===== src/rtl/pcs_rx_sync_pkg.sv =====
// Shared 1000BASE-X PCS code-group constants and the one-hot receive-sync state set.
// The state encoding lives here so the PCS receive FSM can decode sync state directly.
package pcs_rx_sync_pkg;

    // Special (K) code-groups, running-disparity-negative form; RD+ is the bitwise complement.
    localparam logic [9:0] SPECIAL_CODE_K28_0_10B = 10'b0011110100;
    localparam logic [9:0] SPECIAL_CODE_K28_1_10B = 10'b0011111001;
    localparam logic [9:0] SPECIAL_CODE_K28_2_10B = 10'b0011110101;
    localparam logic [9:0] SPECIAL_CODE_K28_3_10B = 10'b0011110011;
    localparam logic [9:0] SPECIAL_CODE_K28_4_10B = 10'b0011110010;
    localparam logic [9:0] SPECIAL_CODE_K28_5_10B = 10'b0011111010;
    localparam logic [9:0] SPECIAL_CODE_K28_6_10B = 10'b0011110110;
    localparam logic [9:0] SPECIAL_CODE_K28_7_10B = 10'b0011111000;
    localparam logic [9:0] SPECIAL_CODE_K23_7_10B = 10'b1110101000;
    localparam logic [9:0] SPECIAL_CODE_K27_7_10B = 10'b1101101000;
    localparam logic [9:0] SPECIAL_CODE_K29_7_10B = 10'b1011101000;
    localparam logic [9:0] SPECIAL_CODE_K30_7_10B = 10'b0111101000;

    localparam int unsigned SPECIAL_CODE_NUM = 12;
    localparam logic [9:0] SPECIAL_CODES_10B [SPECIAL_CODE_NUM] = '{
        SPECIAL_CODE_K28_0_10B, SPECIAL_CODE_K28_1_10B, SPECIAL_CODE_K28_2_10B,
        SPECIAL_CODE_K28_3_10B, SPECIAL_CODE_K28_4_10B, SPECIAL_CODE_K28_5_10B,
        SPECIAL_CODE_K28_6_10B, SPECIAL_CODE_K28_7_10B, SPECIAL_CODE_K23_7_10B,
        SPECIAL_CODE_K27_7_10B, SPECIAL_CODE_K29_7_10B, SPECIAL_CODE_K30_7_10B
    };

    localparam int unsigned SYNC_STATE_NUM = 13;

    typedef enum logic [SYNC_STATE_NUM-1:0] {
        LOSS_OF_SYNC     = 13'h0001,
        COMMA_DETECT_1   = 13'h0002,
        ACQUIRE_SYNC_1   = 13'h0004,
        COMMA_DETECT_2   = 13'h0008,
        ACQUIRE_SYNC_2   = 13'h0010,
        COMMA_DETECT_3   = 13'h0020,
        SYNC_ACQUIRED_1  = 13'h0040,
        SYNC_ACQUIRED_2  = 13'h0080,
        SYNC_ACQUIRED_2A = 13'h0100,
        SYNC_ACQUIRED_3  = 13'h0200,
        SYNC_ACQUIRED_3A = 13'h0400,
        SYNC_ACQUIRED_4  = 13'h0800,
        SYNC_ACQUIRED_4A = 13'h1000
    } sync_state_t;

    function automatic logic is_special_code(input logic [9:0] cg);
        logic hit;
        hit = 1'b0;
        for (int i = 0; i < SPECIAL_CODE_NUM; i++) begin
            if (cg == SPECIAL_CODES_10B[i] || cg == ~SPECIAL_CODES_10B[i]) hit = 1'b1;
        end
        return hit;
    endfunction

endpackage


===== src/rtl/pcs_rx_sync_if.sv =====
// Code-group stream into the receive-sync block and the qualified stream out of it.
interface pcs_rx_sync_if;
    logic [9:0] PUDR;
    logic       signal_detect;
    logic [9:0] SUDI;
    logic       rx_even;
    logic       code_sync_status;

    modport master (output PUDR, output signal_detect,
                    input  SUDI, input  rx_even, input code_sync_status);
    modport slave  (input  PUDR, input  signal_detect,
                    output SUDI, output rx_even, output code_sync_status);
endinterface


===== src/rtl/pcs_rx_sync_cg_check.sv =====
// Combinational code-group classifier: comma pattern, invalid code-group, data code-group.
module pcs_rx_sync_cg_check
    import pcs_rx_sync_pkg::*;
(
    input  logic [9:0] cg,
    output logic       comma,
    output logic       invalid,
    output logic       is_data
);

    assign comma = (cg[9:3] == 7'b0011111) || (cg[9:3] == 7'b1100000);

    // Unbalanced weight or a run of six/four identical bits cannot be a legal 8b/10b symbol.
    assign invalid = ($countones(cg) < 4) || ($countones(cg) > 6)
                   || (cg[9:4] == 6'b000000) || (cg[9:4] == 6'b111111)
                   || (cg[3:0] == 4'b0000)   || (cg[3:0] == 4'b1111);

    assign is_data = !invalid && !is_special_code(cg);

endmodule


===== src/rtl/pcs_rx_sync.sv =====
// 1000BASE-X PCS receive synchronization: comma alignment, code-group qualification, sync status.
// Optional macro PCS_SYNC_LOSS_CNT_EN adds a saturating loss-of-sync event counter port.
module pcs_rx_sync
    import pcs_rx_sync_pkg::*;
#(
    parameter int GOOD_CGS_MAX = 3
`ifdef PCS_SYNC_LOSS_CNT_EN
    , parameter int LOSS_CNT_W = 8
`endif
) (
    input  logic         GTX_CLK,
    input  logic         mr_main_reset,
    pcs_rx_sync_if.slave rx
`ifdef PCS_SYNC_LOSS_CNT_EN
    , output logic [LOSS_CNT_W-1:0] loss_cnt
`endif
);

    sync_state_t state, next_state;
    logic [1:0]  good_cgs, good_cgs_nxt;
    logic        comma, invalid, is_data;
    logic        cgbad, comma_ok, max_good, rx_even_nxt, status_nxt;

    pcs_rx_sync_cg_check u_cg_check (
        .cg      (rx.PUDR),
        .comma   (comma),
        .invalid (invalid),
        .is_data (is_data)
    );

    assign cgbad    = invalid || (comma && rx.rx_even);
    assign comma_ok = comma && !invalid;
    assign max_good = (good_cgs == 2'(GOOD_CGS_MAX));

    always_comb begin
        next_state = state;
        case (state)
            LOSS_OF_SYNC:     if (comma_ok) next_state = COMMA_DETECT_1;
            COMMA_DETECT_1:   next_state = is_data ? ACQUIRE_SYNC_1 : LOSS_OF_SYNC;
            ACQUIRE_SYNC_1:   if (cgbad) next_state = LOSS_OF_SYNC;
                              else if (comma && !rx.rx_even) next_state = COMMA_DETECT_2;
            COMMA_DETECT_2:   next_state = is_data ? ACQUIRE_SYNC_2 : LOSS_OF_SYNC;
            ACQUIRE_SYNC_2:   if (cgbad) next_state = LOSS_OF_SYNC;
                              else if (comma && !rx.rx_even) next_state = COMMA_DETECT_3;
            COMMA_DETECT_3:   next_state = is_data ? SYNC_ACQUIRED_1 : LOSS_OF_SYNC;
            SYNC_ACQUIRED_1:  if (cgbad) next_state = SYNC_ACQUIRED_2;
            SYNC_ACQUIRED_2:  next_state = cgbad ? SYNC_ACQUIRED_3 : SYNC_ACQUIRED_2A;
            SYNC_ACQUIRED_2A: if (cgbad) next_state = SYNC_ACQUIRED_3;
                              else if (max_good) next_state = SYNC_ACQUIRED_1;
            SYNC_ACQUIRED_3:  next_state = cgbad ? SYNC_ACQUIRED_4 : SYNC_ACQUIRED_3A;
            SYNC_ACQUIRED_3A: if (cgbad) next_state = SYNC_ACQUIRED_4;
                              else if (max_good) next_state = SYNC_ACQUIRED_2;
            SYNC_ACQUIRED_4:  next_state = cgbad ? LOSS_OF_SYNC : SYNC_ACQUIRED_4A;
            SYNC_ACQUIRED_4A: if (cgbad) next_state = LOSS_OF_SYNC;
                              else if (max_good) next_state = SYNC_ACQUIRED_3;
            default:          next_state = LOSS_OF_SYNC;
        endcase
        if (!rx.signal_detect) next_state = LOSS_OF_SYNC;
    end

    // Outputs describe the state being entered so they line up with the word landing in SUDI.
    always_comb begin
        good_cgs_nxt = good_cgs;
        rx_even_nxt  = !rx.rx_even;
        status_nxt   = 1'b0;
        if (next_state inside {COMMA_DETECT_1, COMMA_DETECT_2, COMMA_DETECT_3})
            rx_even_nxt = 1'b1;
        if (next_state inside {SYNC_ACQUIRED_1, SYNC_ACQUIRED_2, SYNC_ACQUIRED_2A,
                               SYNC_ACQUIRED_3, SYNC_ACQUIRED_3A, SYNC_ACQUIRED_4,
                               SYNC_ACQUIRED_4A})
            status_nxt = 1'b1;
        if (next_state inside {SYNC_ACQUIRED_2, SYNC_ACQUIRED_3, SYNC_ACQUIRED_4})
            good_cgs_nxt = 2'd0;
        else if (next_state inside {SYNC_ACQUIRED_2A, SYNC_ACQUIRED_3A, SYNC_ACQUIRED_4A})
            good_cgs_nxt = good_cgs + 2'd1;
    end

    always_ff @(posedge GTX_CLK) begin
        if (!mr_main_reset) begin
            state               <= LOSS_OF_SYNC;
            good_cgs            <= 2'd0;
            rx.SUDI             <= 10'd0;
            rx.rx_even          <= 1'b0;
            rx.code_sync_status <= 1'b0;
        end else begin
            state               <= next_state;
            good_cgs            <= good_cgs_nxt;
            rx.SUDI             <= rx.PUDR;
            rx.rx_even          <= rx_even_nxt;
            rx.code_sync_status <= status_nxt;
        end
    end

`ifdef PCS_SYNC_LOSS_CNT_EN
    // code_sync_status is high exactly while in a SYNC_ACQUIRED_* state.
    always_ff @(posedge GTX_CLK) begin
        if (!mr_main_reset) begin
            loss_cnt <= '0;
        end else if (rx.code_sync_status && next_state == LOSS_OF_SYNC && loss_cnt != '1) begin
            loss_cnt <= loss_cnt + 1'b1;
        end
    end
`endif

endmodule

===== src/flat_wrapper.sv =====
// flat-port wrapper written by rule: the top's interface ports become plain ports
module pcs_rx_sync_flat import pcs_rx_sync_pkg::*;
#(
    parameter int GOOD_CGS_MAX = 3

)
  (GTX_CLK, mr_main_reset, rx_PUDR, rx_signal_detect, rx_SUDI, rx_rx_even, rx_code_sync_status);
  pcs_rx_sync_if rx_i ();
  input  logic GTX_CLK;
  input  logic mr_main_reset;
  input wire logic [$bits(rx_i.PUDR)-1:0] rx_PUDR;
  input wire logic [$bits(rx_i.signal_detect)-1:0] rx_signal_detect;
  output wire logic [$bits(rx_i.SUDI)-1:0] rx_SUDI;
  output wire logic [$bits(rx_i.rx_even)-1:0] rx_rx_even;
  output wire logic [$bits(rx_i.code_sync_status)-1:0] rx_code_sync_status;
  assign rx_i.PUDR = rx_PUDR;
  assign rx_i.signal_detect = rx_signal_detect;
  assign rx_SUDI = rx_i.SUDI;
  assign rx_rx_even = rx_i.rx_even;
  assign rx_code_sync_status = rx_i.code_sync_status;
  pcs_rx_sync #(.GOOD_CGS_MAX(GOOD_CGS_MAX)) u_core (.GTX_CLK(GTX_CLK), .mr_main_reset(mr_main_reset), .rx(rx_i));
endmodule

===== config.mk =====
export PLATFORM = sky130hd
export DESIGN_NAME = pcs_rx_sync_flat
export DESIGN_NICKNAME = d
export VERILOG_FILES = /design/src/rtl/pcs_rx_sync_pkg.sv /design/src/rtl/pcs_rx_sync_if.sv /design/src/rtl/pcs_rx_sync_cg_check.sv /design/src/rtl/pcs_rx_sync.sv /design/src/flat_wrapper.sv
export SDC_FILE = /design/constraint.sdc
export NUM_CORES = 1
export LEC_CHECK = 0
export BUFFER_PORTS_ARGS = -buffer_cell sky130_fd_sc_hd__buf_4
export CELL_PAD_IN_SITES_DETAIL_PLACEMENT = 1
export CELL_PAD_IN_SITES_GLOBAL_PLACEMENT = 1
export CORE_UTILIZATION = 48
export CTS_BUF_LIST = sky130_fd_sc_hd__clkbuf_2
export DETAILED_ROUTE_END_ITERATION = 7
export HOLD_SLACK_MARGIN = 0.15
export PLACE_DENSITY_LB_ADDON = 0.3
export SLEW_MARGIN = 20
export SYNTH_ARGS = -nofsm -noshare
export SYNTH_HDL_FRONTEND = slang
export SYNTH_SLANG_ARGS = --single-unit

===== constraint.sdc =====
create_clock -name GTX_CLK -period 10.8 [get_ports GTX_CLK]
set_input_delay 2.16 -clock GTX_CLK [delete_from_list [all_inputs] [get_ports GTX_CLK]]
set_output_delay 2.16 -clock GTX_CLK [all_outputs]
set_load 0.02 [all_outputs]

==> results.sh, run 1 <==
export IMPL_synthArstFlopShare_pct=0
export IMPL_core_sq_mm=0.00400
export IMPL_endpoint="u_core.good_cgs[1]"
export IMPL_p_sw_w=0.0000790
export IMPL_worst_ep_required_time_ps=11170
export IMPL_cp_common_cell="fa_1"
export IMPL_cts_setup_buffers=0
export IMPL_power_w=0.000221
export IMPL_firstDrtPassIters=4
export IMPL_cp_start_kind="primary input"
export IMPL_overflow=0
export IMPL_tns_ps=0
export IMPL_max_clock_freq_ghz=0.160
export IMPL_finClkSkew_ps=1.78
export IMPL_worstSetupPathType="in -> reg"
export IMPL_hold_path_class="reg -> reg"
export IMPL_syn_num_nets=280
export IMPL_r2r_setup_slack_ps=7890
export IMPL_ys_types=49
export IMPL_min_period_ps=6240
export IMPL_grt_pass1_vias=1918
export IMPL_path_max_fanout=12
export IMPL_endpoint_kind="flip-flop"
export IMPL_routed_via_density=6.15
export IMPL_power_density_mw_per_mm2=101
export IMPL_chipWidth_um=66.8
export IMPL_synth_edf_count=0
export IMPL_cts_buffer_depth=2
export IMPL_die_h_um=66.8
export IMPL_comb_power_share_pct=33.5
export IMPL_yosys_warnings=0
export IMPL_tightest_slew_ps=708
export IMPL_place_congestion=0.854
export IMPL_ctsResizeCount=0
export IMPL_mostFrequentLayoutCell="dfxtp_1"
export IMPL_syn_inst=254
export IMPL_clock_sinks=27
export IMPL_cts_tree="built"
export IMPL_switching_share_pct=35.8
export IMPL_clkLatencyLatePin_ps=400
export IMPL_grt_total_usage_pct=27.1
export IMPL_clockPowerShare_pct=19.8
export IMPL_rr_worst_depth=7
export IMPL_dieArea_sq_mm=0.00446
export IMPL_crit_chain="buf_4 -> inv_1 -> fa_1 -> fa_1 -> fa_1 -> inv_1 -> ha_1 -> fa_1 -> a211oi_1 -> mux2i_1 -> nor4_1 -> o21ai_0 -> buf_4 -> or3b_4 -> or3b_1 -> a21oi_1"
export IMPL_drive_above_1_share_pct=15.1
export IMPL_seq_area_frac_synth_pct=26.8
export IMPL_syn_area_per_cell_sq_um=7.93
export IMPL_nets=292
export IMPL_antenna_cells=0
export IMPL_period_share_pct=57.8
export IMPL_grt_first_pass_wirelength_um=9180
export IMPL_antenna_found_initial=0
export IMPL_instances_no_fill=315
export IMPL_hold_viol=0
export IMPL_area_growth_pct=9.07
export IMPL_rsz0062_at_grt="no"
export IMPL_vdd_ir_drop_max_mv=0.0445
export IMPL_slew_violations=0
export IMPL_drt_initial_drc_count=151
export IMPL_io_pins=25
export IMPL_synth_ff_type="dfxtp_1"
export IMPL_clkTransAtPathRegs_ps=280
export IMPL_crit_buf_inv=4
export IMPL_htreeDepth=1
export IMPL_cap_violations=0
export IMPL_grt_max_degree=17
export IMPL_slew_headroom_pct=52.4
export IMPL_crit_slowest_cell="nor4_1"
export IMPL_avgRoutedWirePerCell_um=17.6
export IMPL_worst_ep_arrival_time_ps=6600
export IMPL_cts_root_buf="clkbuf_2"
export IMPL_wirelength_um=5550
export IMPL_p_leak_nw=0.875
export IMPL_cp_depth=16
export IMPL_p_seq_share_pct=46.8
export IMPL_ant_nets=0
export IMPL_crit_family="adder cells"
export IMPL_mostFrequentLayoutCells="dfxtp_1, nor2_1, buf_4"
export IMPL_syn_area_sq_mm=0.00201
export IMPL_p_int_w=0.000142
export IMPL_status="finished, final reports clean"
export IMPL_setup_viol=0
export IMPL_vias=1936
export IMPL_worstReg2RegStart="u_core.state[9]"
export IMPL_critPathLaunch="rx_PUDR[3]"
export IMPL_cpPeakStageDelay_ps=510
export IMPL_holdBufCountCts=0
export IMPL_hpwl_um=4190
export IMPL_synth_seq_cells=27
export IMPL_rows=23
export IMPL_numCtsBuffers=3
export IMPL_dp_cells=311
export IMPL_port_buffer_count=24
export IMPL_initial_utilization_pct=50.3
export IMPL_worst_r2r_endpoint="u_core.good_cgs[1]"
export IMPL_drc=0
## power by group through the flow
stage / combinational, W / sequential, W / clock [W]
after floorplan: 0.0000450 / 0.000108 / 0
after global placement: 0.0000698 / 0.000105 / 0
after detailed placement: 0.0000726 / 0.000105 / 0
after CTS: 0.0000734 / 0.000103 / 0.0000446
after global routing: 0.0000811 / 0.000104 / 0.0000475
final: 0.0000739 / 0.000103 / 0.0000436
## synth_stat cells, types with 4 or more instances
cell type   n  area share, %
dfxtp_1    27             27
nor2_1     26            4.8
o21ai_0    16            4.0
nor3_1     15            3.7
inv_1      13            2.4
and2_1     12            3.7
clkbuf_1   12            2.2
nand2_1    12            2.2
nor4_1     12            3.7
a21oi_1    11            2.7
ha_1        7            4.4
fa_1        6            6.0
a211oi_1    5            1.9
xnor2_1     5            2.2
xor2_1      5            2.2
a22oi_1     4            1.5
buf_2       4           0.99
nand4_1     4            1.2
nor4b_1     4            1.7
or2_2       4            1.2
or3_1       4            1.2
## worst min-delay path by stage
stage                            start                 end  slack (ps)  cells after the start
finish              u_core.good_cgs[1]  u_core.good_cgs[1]         510                      2
global route        u_core.good_cgs[0]  u_core.good_cgs[0]         550                      2
CTS                 u_core.good_cgs[1]  u_core.good_cgs[1]         510                      2
detailed placement  u_core.good_cgs[1]  u_core.good_cgs[1]         490                      2
global placement    u_core.good_cgs[1]  u_core.good_cgs[1]         470                      2
floorplan           u_core.good_cgs[1]  u_core.good_cgs[1]         450                      2
## cell families (layout without fill, tap and decap cells)
kind of cell | after synthesis | after routing | share of synthesized area (%)
flops | 27 | 27 | 26.8
buf+inv | 31 | 42 | 6.77
mux | 2 | 2 | 1.06
compound gates | 52 | 52 | 16.2
xor+xnor | 10 | 10 | 4.35
fa+ha+maj | 13 | 13 | 10.3
simple gates | 119 | 119 | 34.5
## cell type report
type                            instances  area [sq um]
Clock inverter                          1          5.00
Sequential cell                        27           541
Tap cell                               50          62.6
Timing Repair Buffer                   25           188
Clock buffer                            3          15.0
Fill cell                             504          1800
Multi-Input combinational cell        196          1340
Inverter                               13          48.8
## metrics by stage
step                hold WS (ps)  utilization [%]  setup slack (ps)  cell area (sq um)
global route                 551             54.9              4260               2200
floorplan                    453                -              4450               2010
finish                       512             54.9              4560               2200
global placement             470             54.4              4320               2180
CTS                          515             54.9              4580               2200
detailed placement           487             54.4              4160               2180
## metal layers
| layer | part of all wire [%] | global-route usage (%) |
|---|---|---|
| met1 | 48 | 38.7 |
| met2 | 46 | 42.2 |
| met3 | 4.9 | 3.08 |
| met4 | 1.2 | 7.71 |
| met5 | 0 | 0 |
## sequential cells by signal (all words and copies together), names as in the netlist
signal                      flops
u_core.good_cgs                 2
u_core.rx.SUDI                 10
u_core.rx.code_sync_status      1
u_core.rx.rx_even               1
u_core.state                   13
## worst min-delay path: cells and delay by family, from the launching register on
family,cells,cell delay (ps)
AOI/OAI and AO/OA,2,130
DFF,1,390
Power figures use the tool's default switching activity.
==> run 2: changes to the inputs <==
Settings changed: CORE_UTILIZATION 48 to 45.
Clock period 10.8 ns to 5.9 ns, I/O delays scaled along.
==> run 2 against run 1 <==
Global-route usage fell by 0.64 points. Die area rose by 6.5%. Power rose by 85%. Largest power group unchanged. Highest routed layer unchanged.
==> results.sh, run 2 (synthesis gave the netlist of run 1 again) <==
export IMPL_status="finished, final reports clean"
export IMPL_chipWidth_um=68.9
export IMPL_largestRegisters="u_core.state (13), u_core.rx.SUDI (10), u_core.good_cgs (2)"
export IMPL_fillers=536
export IMPL_hold_path_class="reg -> reg"
export IMPL_rsz0062_at_grt="no"
export IMPL_top_register="u_core.state"
export IMPL_grt_first_pass_wirelength_um=9270
export IMPL_drt_initial_drc_count=151
export IMPL_htreeDepth=1
export IMPL_routed_via_density=6.21
export IMPL_worst_ep_required_time_ps=6220
export IMPL_slew_headroom_pct=54.9
export IMPL_path_max_fanout=10
export IMPL_setup_ws_ps=478
export IMPL_pre_cts_ws_ps=210
export IMPL_cts_root_buf="clkbuf_2"
export IMPL_cts_setup_buffers=0
export IMPL_ant_nets=0
export IMPL_vias=1963
export IMPL_period_share_pct=91.9
export IMPL_grt_total_usage_pct=26.4
export IMPL_drc=0
export IMPL_final_area_sq_mm=0.00220
export IMPL_tightest_slew_ps=670
export IMPL_grt_max_degree=17
export IMPL_antenna_cells=0
export IMPL_postPlaceCellArea_sq_mm=0.00218
export IMPL_holdBufCountCts=0
export IMPL_mostFrequentLayoutCell="dfxtp_1"
export IMPL_min_delay_start="u_core.good_cgs[0]"
export IMPL_antenna_found_initial=0
export IMPL_mostFrequentLayoutCells="dfxtp_1, nor2_1, buf_4"
export IMPL_place_congestion=0.889
export IMPL_cts_tree="built"
export IMPL_setup_viol=0
export IMPL_dieArea_sq_mm=0.00475
export IMPL_cp_start_kind="primary input"
export IMPL_min_period_ps=5420
export IMPL_worstSetupPathType="in -> reg"
export IMPL_p_leak_nw=0.880
export IMPL_nets=293
export IMPL_hpwl_um=4390
export IMPL_avgRoutedWirePerCell_um=18.1
export IMPL_area_growth_pct=9.45
export IMPL_clkLatencyLatePin_ps=370
export IMPL_numCtsBuffers=3
export IMPL_clock_sinks=27
export IMPL_power_density_mw_per_mm2=186
export IMPL_firstDrtPassIters=4
export IMPL_core_sq_mm=0.00414
export IMPL_power_w=0.000410
export IMPL_overflow=0
export IMPL_cap_violations=0
export IMPL_grt_pass1_vias=1881
export IMPL_max_clock_freq_ghz=0.184
export IMPL_vdd_ir_drop_max_mv=0.103
export IMPL_die_h_um=68.9
export IMPL_endpoint_kind="flip-flop"
export IMPL_tns_ps=0
export IMPL_finClkSkew_ps=6.42
export IMPL_ctsResizeCount=0
export IMPL_wirelength_um=5720
export IMPL_initial_utilization_pct=48.6
export IMPL_worst_ep_arrival_time_ps=5750
export IMPL_port_buffer_count=24
export IMPL_worstReg2RegStart="u_core.state[10]"
export IMPL_io_pins=25
export IMPL_hold_viol=0
export IMPL_cts_buffer_depth=2
export IMPL_largest_reg_flops=13
export IMPL_critPathLaunch="rx_PUDR[3]"
export IMPL_slew_violations=0
export IMPL_clkTransAtPathRegs_ps=260
export IMPL_drive_above_1_share_pct=15.4
export IMPL_rows=23
-- run 2: cell types whose count changed in the layout (fill, tap and decap cells not counted), sizes merged --
cell / before / now
buf: 25 / 26
-- run 2: final timing paths --
path	endpoint	slack (ps)	cells after the start
worst min-delay path	u_core.good_cgs[0]	520	2
worst min register to register	u_core.good_cgs[0]	520	2
worst max register to register	u_core.good_cgs[1]	2900	6
worst max-delay path	u_core.good_cgs[1]	480	15
-- run 2: area by class of cell --
cell class	count	area, sq um	area share, %
Clock inverter	1	5.00	0.227
Timing Repair Buffer	26	195	8.86
Inverter	13	48.8	2.21
Clock buffer	3	15.0	0.681
Tap cell	50	62.6	2.84
Sequential cell	27	541	24.5
Multi-Input combinational cell	196	1340	60.6
-- run 2: metrics by stage --
step	hold WS (ps)	cells	utilization [%]
after global placement	467	312	52.7
after CTS	528	316	53.2
after detailed placement	501	312	52.7
after floorplan	453	254	-
after global routing	547	316	53.2
final	523	316	53.2
-- run 2: report_power, final --
| part | internal (W) | total (W) | leakage (nW) | switching (W) |
|---|---|---|---|---|
| sequential | 0.000187 | 0.000189 | 0.221 | 0.00000146 |
| clock | 0.0000154 | 0.0000745 | 0.0164 | 0.0000591 |
| combinational | 0.0000614 | 0.000146 | 0.644 | 0.0000849 |
| total | 0.000264 | 0.000410 | 0.880 | 0.000146 |
-- run 2: critical path: stages --
cell	delay, ps
buf_4	150
inv_1	120
fa_1	450
fa_1	520
fa_1	510
inv_1	50
ha_1	200
fa_1	390
a211oi_1	190
mux2i_1	120
nor4_1	610
o21ai_0	280
or3b_4	450
or3b_1	360
a21oi_1	160
-- run 2: layer usage --
layer	track usage (%)	vias to the layer above	part of all wire [%]
met5	0	-	0
met4	8.67	0	2.0
met3	3.78	12	3.9
met2	41.0	41	44
met1	37.3	969	50
li1	-	941	-
==> run 3: changes to the inputs <==
Settings changed: CELL_PAD_IN_SITES_DETAIL_PLACEMENT 1 to default, CELL_PAD_IN_SITES_GLOBAL_PLACEMENT 1 to default, CORE_UTILIZATION 45 to 56, REMOVE_ABC_BUFFERS from default to 1, SYNTH_HIERARCHICAL from default to 1.
==> run 3 against run 2 <==
Final area is 12% higher. Worst setup slack better by 290 ps. Clock skew is 4.0 ps higher. Largest power group unchanged. Largest cell class unchanged. Clock power is 2% lower. Global-route usage is 0.23 points higher. Area after synthesis is 14% higher. Wire length is 7.5% lower. Sequential share of layout area is 2.6 points lower. Sequential power hardly changed. Synthesized cell count is 9.1% higher.
==> results.sh, run 3 <==
export IMPL_status="finished, final reports clean"
export IMPL_vias=2127
export IMPL_antenna_cells=0
export IMPL_slew_headroom_pct=23.9
export IMPL_yosys_warnings=6
export IMPL_syn_inst=277
export IMPL_clkLatencyLatePin_ps=360
export IMPL_worst_ep_arrival_time_ps=5420
export IMPL_synthArstFlopShare_pct=0
export IMPL_synth_seq_cells=27
export IMPL_worstSetupPathType="in -> reg"
export IMPL_hold_viol=0
export IMPL_cts_root_buf="clkbuf_2"
export IMPL_avgRoutedWirePerCell_um=15.8
export IMPL_max_clock_freq_ghz=0.195
export IMPL_setup_viol=0
export IMPL_power_density_mw_per_mm2=163
export IMPL_drc=0
export IMPL_drt_initial_drc_count=210
export IMPL_antenna_found_initial=0
export IMPL_cap_violations=0
export IMPL_yosysMostFrequentCell="dfxtp_1"
export IMPL_chipWidth_um=65.9
export IMPL_port_buffer_count=24
export IMPL_ctsResizeCount=0
export IMPL_dp_cells=330
export IMPL_grt_first_pass_wirelength_um=9030
export IMPL_overflow=0
export IMPL_die_h_um=65.9
export IMPL_grt_total_usage_pct=26.7
export IMPL_final_area_sq_mm=0.00247
export IMPL_instances_no_fill=334
export IMPL_endpoint_kind="flip-flop"
export IMPL_top_register="u_core/state"
export IMPL_hold_depth=1
export IMPL_cts_setup_buffers=0
export IMPL_cts_buffer_depth=2
export IMPL_nets=325
export IMPL_synthTopCellsByArea="dfxtp_1, ha_1, fa_1, nor2_1, xor2_1"
export IMPL_syn_area_per_cell_sq_um=8.26
export IMPL_finClkSkew_ps=10.4
export IMPL_largest_reg_flops=13
export IMPL_synth_top_cell_by_area="dfxtp_1"
export IMPL_drive_above_1_share_pct=14.7
export IMPL_io_pins=25
export IMPL_dieArea_sq_mm=0.00435
export IMPL_yosysTopAreaCellShare_pct=23.6
export IMPL_synth_ff_type="dfxtp_1"
export IMPL_cp_start_kind="primary input"
export IMPL_crit_chain="buf_4 -> inv_1 -> fa_1 -> fa_1 -> fa_1 -> inv_1 -> ha_1 -> fa_1 -> a21oi_2 -> o211ai_1 -> a311oi_1 -> nand3_1 -> a21o_1 -> nor3_1 -> a31oi_1 -> and3_4 -> a311o_1"
export IMPL_holdBufCountCts=0
export IMPL_area_growth_pct=7.87
export IMPL_place_congestion=0.943
export IMPL_clock_sinks=27
export IMPL_power_w=0.000403
export IMPL_synth_edf_count=0
export IMPL_mostFrequentLayoutCells="dfxtp_1, buf_4, nor2_1"
export IMPL_rsz0062_at_grt="no"
export IMPL_grt_max_degree=19
export IMPL_pre_cts_ws_ps=378
export IMPL_rr_worst_depth=7
export IMPL_core_sq_mm=0.00380
export IMPL_cpPeakStageDelay_ps=560
export IMPL_ant_nets=0
export IMPL_rows=22
export IMPL_worst_ep_required_time_ps=6190
export IMPL_numCtsBuffers=3
export IMPL_clkTransAtPathRegs_ps=250
export IMPL_slew_violations=0
export IMPL_min_period_ps=5130
export IMPL_syn_area_sq_mm=0.00229
export IMPL_tns_ps=0
export IMPL_p_leak_nw=1.08
export IMPL_tightest_slew_ps=1130
export IMPL_largestRegisters="u_core/state (13), u_core/rx.SUDI (10), u_core/good_cgs (2)"
export IMPL_path_max_fanout=7
export IMPL_initial_utilization_pct=60.2
export IMPL_firstDrtPassIters=4
export IMPL_seq_area_frac_synth_pct=23.6
export IMPL_mostFrequentLayoutCell="dfxtp_1"
export IMPL_hpwl_um=4050
export IMPL_postPlaceCellArea_sq_mm=0.00245
export IMPL_crit_slowest_cell="fa_1"
export IMPL_grt_pass1_vias=1988
export IMPL_wirelength_um=5290
export IMPL_netlist_top_cells_count="dfxtp_1, nor2_1, ha_1, inv_1, clkbuf_1"
export IMPL_setup_ws_ps=772
export IMPL_period_share_pct=86.9
export IMPL_vdd_ir_drop_max_mv=0.0895
export IMPL_htreeDepth=1
export IMPL_hold_path_class="reg -> reg"
export IMPL_cts_tree="built"
export IMPL_ys_types=65
export IMPL_routed_via_density=6.37
export IMPL_fillers=337
export IMPL_cp_common_cell="fa_1"
[run 3: cells by family (layout without fill, tap and decap cells)]
| logic type | Yosys count | after routing | synth area share, % |
|---|---|---|---|
| xor+xnor | 12 | 12 | 4.59 |
| buf+inv | 39 | 48 | 7.05 |
| simple gates | 118 | 118 | 31.7 |
| mux | 2 | 2 | 0.929 |
| compound gates | 54 | 54 | 16.8 |
| fa+ha+maj | 25 | 25 | 15.3 |
| flops | 27 | 27 | 23.6 |
[run 3: layout make-up]
type,count,area (sq um),share of cell area (%)
inverter,19,71.3,2.89
multi-input combinational,211,1590,64.3
tap,48,60.1,2.43
sequential,27,541,21.9
clock inverter,1,7.51,0.304
timing repair buffer,25,188,7.60
clock buffer,3,15.0,0.608
[run 3: per-stage QoR]
stage                     hold WS (ps)  utilization, %
final                              579            65.0
after global routing               621            65.0
after CTS                          578            65.0
after floorplan                    485               -
after global placement             501            64.4
after detailed placement           524            64.4
[run 3: report_power, final]
group / leakage, nW / total (W) / internal [W] / switching [W]
sequential: 0.221 / 0.000189 / 0.000187 / 0.00000222
clock: 0.0126 / 0.0000730 / 0.0000157 / 0.0000573
combinational: 0.846 / 0.000140 / 0.0000572 / 0.0000828
[run 3: worst paths after layout]
path | slack [ps] | from | end
max | 770 | rx_PUDR[0] | u_core/good_cgs[0]
min | 580 | u_core/good_cgs[1] | u_core/good_cgs[1]
max reg2reg | 3110 | u_core/state[0] | u_core/state[10]
min reg2reg | 580 | u_core/good_cgs[1] | u_core/good_cgs[1]
[run 3: worst max-delay path, delay by kind of cell]
| kind | cells | cell delay (ps) |
|---|---|---|
| adder cells (fa/ha/maj) | 5 | 2130 |
| AO/OA/AOI/OAI | 6 | 1170 |
| AND/OR/NAND/NOR | 3 | 700 |
| buffers and inverters | 3 | 220 |
[run 3: per-layer routing]
layer  vias up  wire (um)  track usage [%]
li1       1030          -                -
met1      1005       2370             34.5
met2        80       2530             44.5
met3        12        261             3.10
met4         0        129             11.1
met5         -          0                0
